--- src/rtl/reg_file.sv ---
// reg_file: general-purpose register file for the lab datapath.
// DEPTH = 2**ADDR entries of WIDTH bits, one synchronous write port and two
// combinational read ports. The clear is synchronous and active-high.
// ZERO_REG=1 hardwires entry 0 to zero and makes it ignore writes.
// Optional macro REG_FILE_BYPASS_EN adds write-through forwarding on both read
// ports. Without the macro, the read ports show only the stored contents.
module reg_file #(
  parameter int WIDTH    = 32,
  parameter int ADDR     = 5,
  parameter int ZERO_REG = 1
) (
  input  logic             clk,
  input  logic             reset,
  input  logic             we,
  input  logic [ADDR-1:0]  wn,
  input  logic [WIDTH-1:0] wd,
  input  logic [ADDR-1:0]  rn1,
  input  logic [ADDR-1:0]  rn2,
  output logic [WIDTH-1:0] rd1,
  output logic [WIDTH-1:0] rd2
);

  localparam int DEPTH = 2 ** ADDR;

  logic [WIDTH-1:0] mem_q [DEPTH];
  logic [WIDTH-1:0] mem_d [DEPTH];

  logic [WIDTH-1:0] stored1;
  logic [WIDTH-1:0] stored2;

  // Next contents: copy the array, then replace the addressed entry when
  // writing. An unknown wn never compares equal, so no entry is written.
  always_comb begin
    mem_d = mem_q;
    for (int i = 0; i < DEPTH; i++) begin
      if (we && (wn == ADDR'(i)) && !((ZERO_REG != 0) && (i == 0))) begin
        mem_d[i] = wd;
      end
    end
  end

  // Storage register: a synchronous clear wins over any same-cycle write.
  always_ff @(posedge clk) begin
    if (reset) begin
      for (int i = 0; i < DEPTH; i++) begin
        mem_q[i] <= '0;
      end
    end else begin
      mem_q <= mem_d;
    end
  end

  // Stored values for each read port, with entry 0 forced to zero when it is hardwired.
  always_comb begin
    stored1 = mem_q[rn1];
    stored2 = mem_q[rn2];
    if ((ZERO_REG != 0) && (rn1 == '0)) begin
      stored1 = '0;
    end
    if ((ZERO_REG != 0) && (rn2 == '0)) begin
      stored2 = '0;
    end
  end

`ifdef REG_FILE_BYPASS_EN
  logic fwd1;
  logic fwd2;
  logic wr_live;

  // Forwarding: a write about to land on the addressed entry shows up immediately,
  // unless a clear is pending or the target is the hardwired zero entry.
  always_comb begin
    wr_live = we && !reset && ((ZERO_REG == 0) || (wn != '0));
    fwd1    = wr_live && (rn1 == wn);
    fwd2    = wr_live && (rn2 == wn);
    rd1     = fwd1 ? wd : stored1;
    rd2     = fwd2 ? wd : stored2;
  end
`else
  // Read ports show stored contents only; a same-cycle write appears after the edge.
  always_comb begin
    rd1 = stored1;
    rd2 = stored2;
  end
`endif

endmodule

--- config.mk ---
export PLATFORM = sky130hd
export DESIGN_NAME = reg_file
export DESIGN_NICKNAME = d
export VERILOG_FILES = /design/src/rtl/reg_file.sv
export SDC_FILE = /design/constraint.sdc
export NUM_CORES = 2
export LEC_CHECK = 0
export BUFFER_PORTS_ARGS = -buffer_cell sky130_fd_sc_hd__buf_2
export CORE_ASPECT_RATIO = 1.25
export CORE_UTILIZATION = 50
export CTS_CLUSTER_DIAMETER = 50
export DETAILED_ROUTE_END_ITERATION = 16
export GPL_ROUTABILITY_DRIVEN = 0
export PLACE_DENSITY = 0.66
export SLEW_MARGIN = 20
export SYNTH_ARGS = -nofsm -noshare
export SYNTH_HDL_FRONTEND = slang
export SYNTH_SLANG_ARGS = --single-unit
--- constraint.sdc ---
create_clock -name clk -period 12.3 [get_ports clk]
set_clock_uncertainty 0.1 [all_clocks]
set_input_delay 3.69 -clock clk [delete_from_list [all_inputs] [get_ports clk]]
set_output_delay 3.69 -clock clk [all_outputs]
set_load 0.02 [all_outputs]
---- Word level (Yosys, flattened, before mapping) ----
Index checks and enable logic that the tools add are counted.
cells by class
  magnitude comparators ................... 2
  equal/unequal tests ..................... 31
  mux-type cells .......................... 8
  bitwise operators ....................... 2
  reduce and logical (&&, ||, !) cells .... 33
operators by type and width
  kind                  number
  $bmux W32 S5          2
  $mux W32              6
  $eq A5 B5 Y1 const B  16
  $eq A5 B4 Y1 const B  8
  $logic_and A1 B1 Y1   31
  $eq A5 B3 Y1 const B  4
  $ge A6 B6 Y1 const B  2
  $not A5 Y6            2
  $eq A5 B2 Y1 const B  2
  $logic_not A5 Y1      2
  $eq A5 B1 Y1 const B  1
word-level totals
  bits in registers ....................... 992
  input port bits ......................... 50
  output and inout port bits .............. 64
  word-level logic and storage cells ...... 107

---- Depth between registers and ports, before layout ----
  word-level depth ........................ 5
  mapped depth ............................ 9

---- Least setup slack after synthesis ----
No wires, ideal clock.
  path type ............................... input to output
  start point ............................. input port rn2[0]
  end point ............................... output port rd2[18]
  arrival time ............................ 5.431 ns
  data required time ...................... 8.510 ns
  path slack .............................. 3.079 ns
  stages .................................. 8
  path buffers ............................ 3
  cell sequence ........................... clkbuf_1 -> clkbuf_1 -> buf_2 -> mux4_2 -> mux2i_1 -> nor2_1 -> a21oi_1 -> o221ai_1
between the ends
  longest elaborated chain between the ends .. 5
RTL lines
  what                                         RTL line  text
  start, declared                              18        input logic [ADDR-1:0] rn2,
  $not A5 Y6 (implied by the code)             56        stored2 = mem_q[rn2];
  $bmux W32 S5                                 56
  $mux W32 (implied by the code) (2 in a row)  56
  $mux W32 *                                   60        if ((ZERO_REG != 0) && (rn2 == '0)) begin
  end, declared                                20        output logic [WIDTH-1:0] rd2
Every way passes the cells marked *; elsewhere a longest branch is shown, timed or not. The select of a mux whose other input is x is not followed.

---- Worst setup path in the final report ----
  start point ............................. input port rn1[0]
  end point ............................... output port rd1[23]
between the ends
  longest elaborated chain between the ends .. 5
RTL lines
  what                                         RTL line  text
  start, declared                              17        input logic [ADDR-1:0] rn1,
  $not A5 Y6 (implied by the code)             55        stored1 = mem_q[rn1];
  $bmux W32 S5                                 55
  $mux W32 (implied by the code) (2 in a row)  55
  $mux W32 *                                   57        if ((ZERO_REG != 0) && (rn1 == '0)) begin
  end, declared                                19        output logic [WIDTH-1:0] rd1,
Marks and branches as above.

==> metrics.cfg <==
[timing]
finalSetupTns_ns=0
period_needed_ns=10.48
worstMarginPinSlew_ns=1.27
slew_headroom_pct=15.3
maxSlewViolCount=0
rsz0062_at_grt=false
fmax_mhz=95.4
period_share_pct=85.2
finalSetupViolCount=0
hold_viol_final=0

[worst_setup_path]
arrival_ns=6.69
r2r_slack_ns=11.47
start_kind=input pin
crit_type=in -> out
cp-end-kind=output port
r2r_cells=2
r2r-end=mem_q[991]
r2r_start=mem_q[991]
path_max_fanout=51
worst-endpoint-required_ns=8.51

[layout]
layout-drive-gt1-share_pct=17.7
layout.nets=5595
utilization_pct=55.4
largest_reg_flops=992
top_register=mem_q
reg.largest.list=mem_q x992
synthToLayoutAreaGrowth_pct=9.54

[outcome]
status=finished clean

[die]
num_rows=129
die_x_um=285
num_io_pins=114
die_h_um=356
core_mm2=0.0993
initial_utilization_pct=50.6
die_area_mm2=0.102

[global_route]
grt_max_degree=202
grt_usage_pct=39.0
grt-ovfl-total=0
grt_pass1_wl_mm=292
grt_pass1_vias=42900
antenna_found_initial=17

[clock_tree]
cts_repair_resize_count=0
cts_tree=done
cts_buffers=101
cts_htree_levels=3
cts_hold_buf=0
clock_sinks=992
cts-root-buf=clkbuf_16
clk_pin_slew_worst_paths_ns=0.06
cts_buffer_depth=3
post_cts_buffers=0
clk_latency_ns=0.71

[routing]
vias_per_cell=6.63
routed_wl_mm=202
firstDrtPassIters=6
ant_nets=0
drc_errors=0
wire_per_inst_um=29.0
num_vias=46000
drt_iter0_drc=6682

[pwr]
ir_worst_vdd_v=0.000116
switching_share_pct=25.5
pwr_density_cell_mw_per_mm2=131
pwr-share-seq_pct=45.3
p_int_uw=5350
pwr-share-clk_pct=46.6
power_leakage_uw=0.0179
p_sw_uw=1830
combPwrFrac_pct=8.1

[logic_synthesis]
netlist_top_cells_area=dfxtp_1 40%, mux4_2 19%, nand2_1 16%
yosysWarningCount=0
synthSimpleGateAreaFrac_pct=17.4
ys_seq_area_share_pct=39.6
synthFlopType=dfxtp_1
yosysUniqueCellTypes=35
netlist_area_mm2=0.0502
synth_fa_ha_area_share_pct=0
synth-async-reset-ratio_pct=0
netlist.top_cell.by_area=dfxtp_1
avgSynthCellArea_um2=8.63
synthXorXnorAreaFrac_pct=0
synth_edf_count=0
synth_compound_area_share_pct=13.7
syn_inst=5815
netlist.area_leader.share_pct=39.6
synth.net_count=5865
synth_top_family_by_area=multiplexers
synth.area.mux_share_pct=24.4
ys_ff_latch=992

[worst_hold_path]
hold_start=mem_q[512]
worst_hold_path.endpoint=mem_q[512]
holdPathStages=2
hold_class=reg -> reg

[placement]
portBuffers=113
dp_hpwl_mm=115

[run]
maxCapViolations=0

layout make-up:
type                            instances  area (um^2)
Sequential cell                       992        19900
Tap cell                             1310         1640
Clock buffer                          147         3050
Clock inverter                         39          532
Antenna cell                           10         25.0
Inverter                               17         63.8
Fill cell                            8720        44300
Timing Repair Buffer                  224         1640
Multi-Input combinational cell       4209        28200
cells in the final DEF, fill, tap and decap left out, drive strengths merged:
cell / count
nand2: 2084
a21oi: 1055
dfxtp: 992
mux4: 433
buf: 223
clkbuf: 148
mux2i: 144
mux2: 95
nor2: 54
o21ai: 49
nor2b: 47
nor3: 41
a22oi: 32
o221ai: 32
a221oi: 31
o22ai: 31
inv: 21
clkinv: 20
a31oi: 17
o211ai: 15
a211oi: 15
bufinv: 11
nand2b: 11
diode: 10
nor4: 8
or2: 4
clkinvlp: 4
nand3: 2
nand4: 2
nand3b: 2
and2: 2
o31a: 1
a22o: 1
a2111oi: 1
Yosys cell counts (4+ instances only):
cell type	count
buf_6	4
nor3_1	40
a211oi_1	15
a221oi_1	31
nand2_1	2084
mux2_2	95
dfxtp_1	992
a31oi_1	17
o211ai_1	15
clkbuf_1	479
inv_1	17
or2_2	4
buf_1	17
buf_4	8
o22ai_1	31
a21oi_1	1055
buf_2	89
a22oi_1	32
nor4_1	6
mux2i_1	144
o221ai_1	32
nor2b_1	47
mux4_2	433
o21ai_0	49
nor2_1	54
nand2b_1	11
critical path: stages:
cell and delay, ns:
buf_8 0.42, nor2b_4 0.67, buf_12 0.34, a221oi_1 0.13, nor3_1 0.37, a31oi_1 0.12
o21ai_0 0.55, buf_2 0.29
cells by family after synthesis:
family / count (synthesis)
DFF: 992
buffers and inverters: 614
AOI/OAI and AO/OA: 1280
muxes: 672
and+or+nand+nor: 2257
power groups by stage:
stage / combinational (uW) / sequential (uW) / clock (uW)
finish: 581 / 3250 / 3350
global route: 595 / 3250 / 3480
CTS: 562 / 3250 / 3350
detailed placement: 561 / 3320 / 0
global placement: 558 / 3320 / 0
floorplan: 372 / 3320 / 0
metrics by stage:
stage | instance area (um^2) | power, uW | cells | hold slack (ns) | setup WS (ns)
after floorplan | 50200 | 3690 | 5815 | 0.343 | 3.08
after global placement | 51400 | 3880 | 6752 | 0.348 | 1.91
after detailed placement | 51400 | 3890 | 6752 | 0.356 | 1.93
after CTS | 55000 | 7160 | 6938 | 0.365 | 1.92
after global routing | 55000 | 7330 | 6940 | 0.377 | 1.85
final | 55000 | 7180 | 6948 | 0.364 | 1.82
metal layers:
| layer | GRT usage (%) | vias to the layer above | share of wire [%] |
|---|---|---|---|
| li1 | - | 19600 | - |
| met1 | 49.1 | 22100 | 35 |
| met2 | 58.2 | 3369 | 43 |
| met3 | 11.6 | 875 | 14 |
| met4 | 25.5 | 22 | 7.6 |
| met5 | 0.324 | - | 0.17 |
worst max-delay path by stage:
stage	slack, ns	start	to
detailed placement	1.93	rn1[0]	rd1[23]
global placement	1.91	rn1[0]	rd1[23]
global route	1.85	rn1[0]	rd1[10]
finish	1.82	rn1[0]	rd1[23]
CTS	1.92	rn1[0]	rd1[23]
floorplan	3.08	rn2[0]	rd2[18]
(Power assumes the default switching activity.)
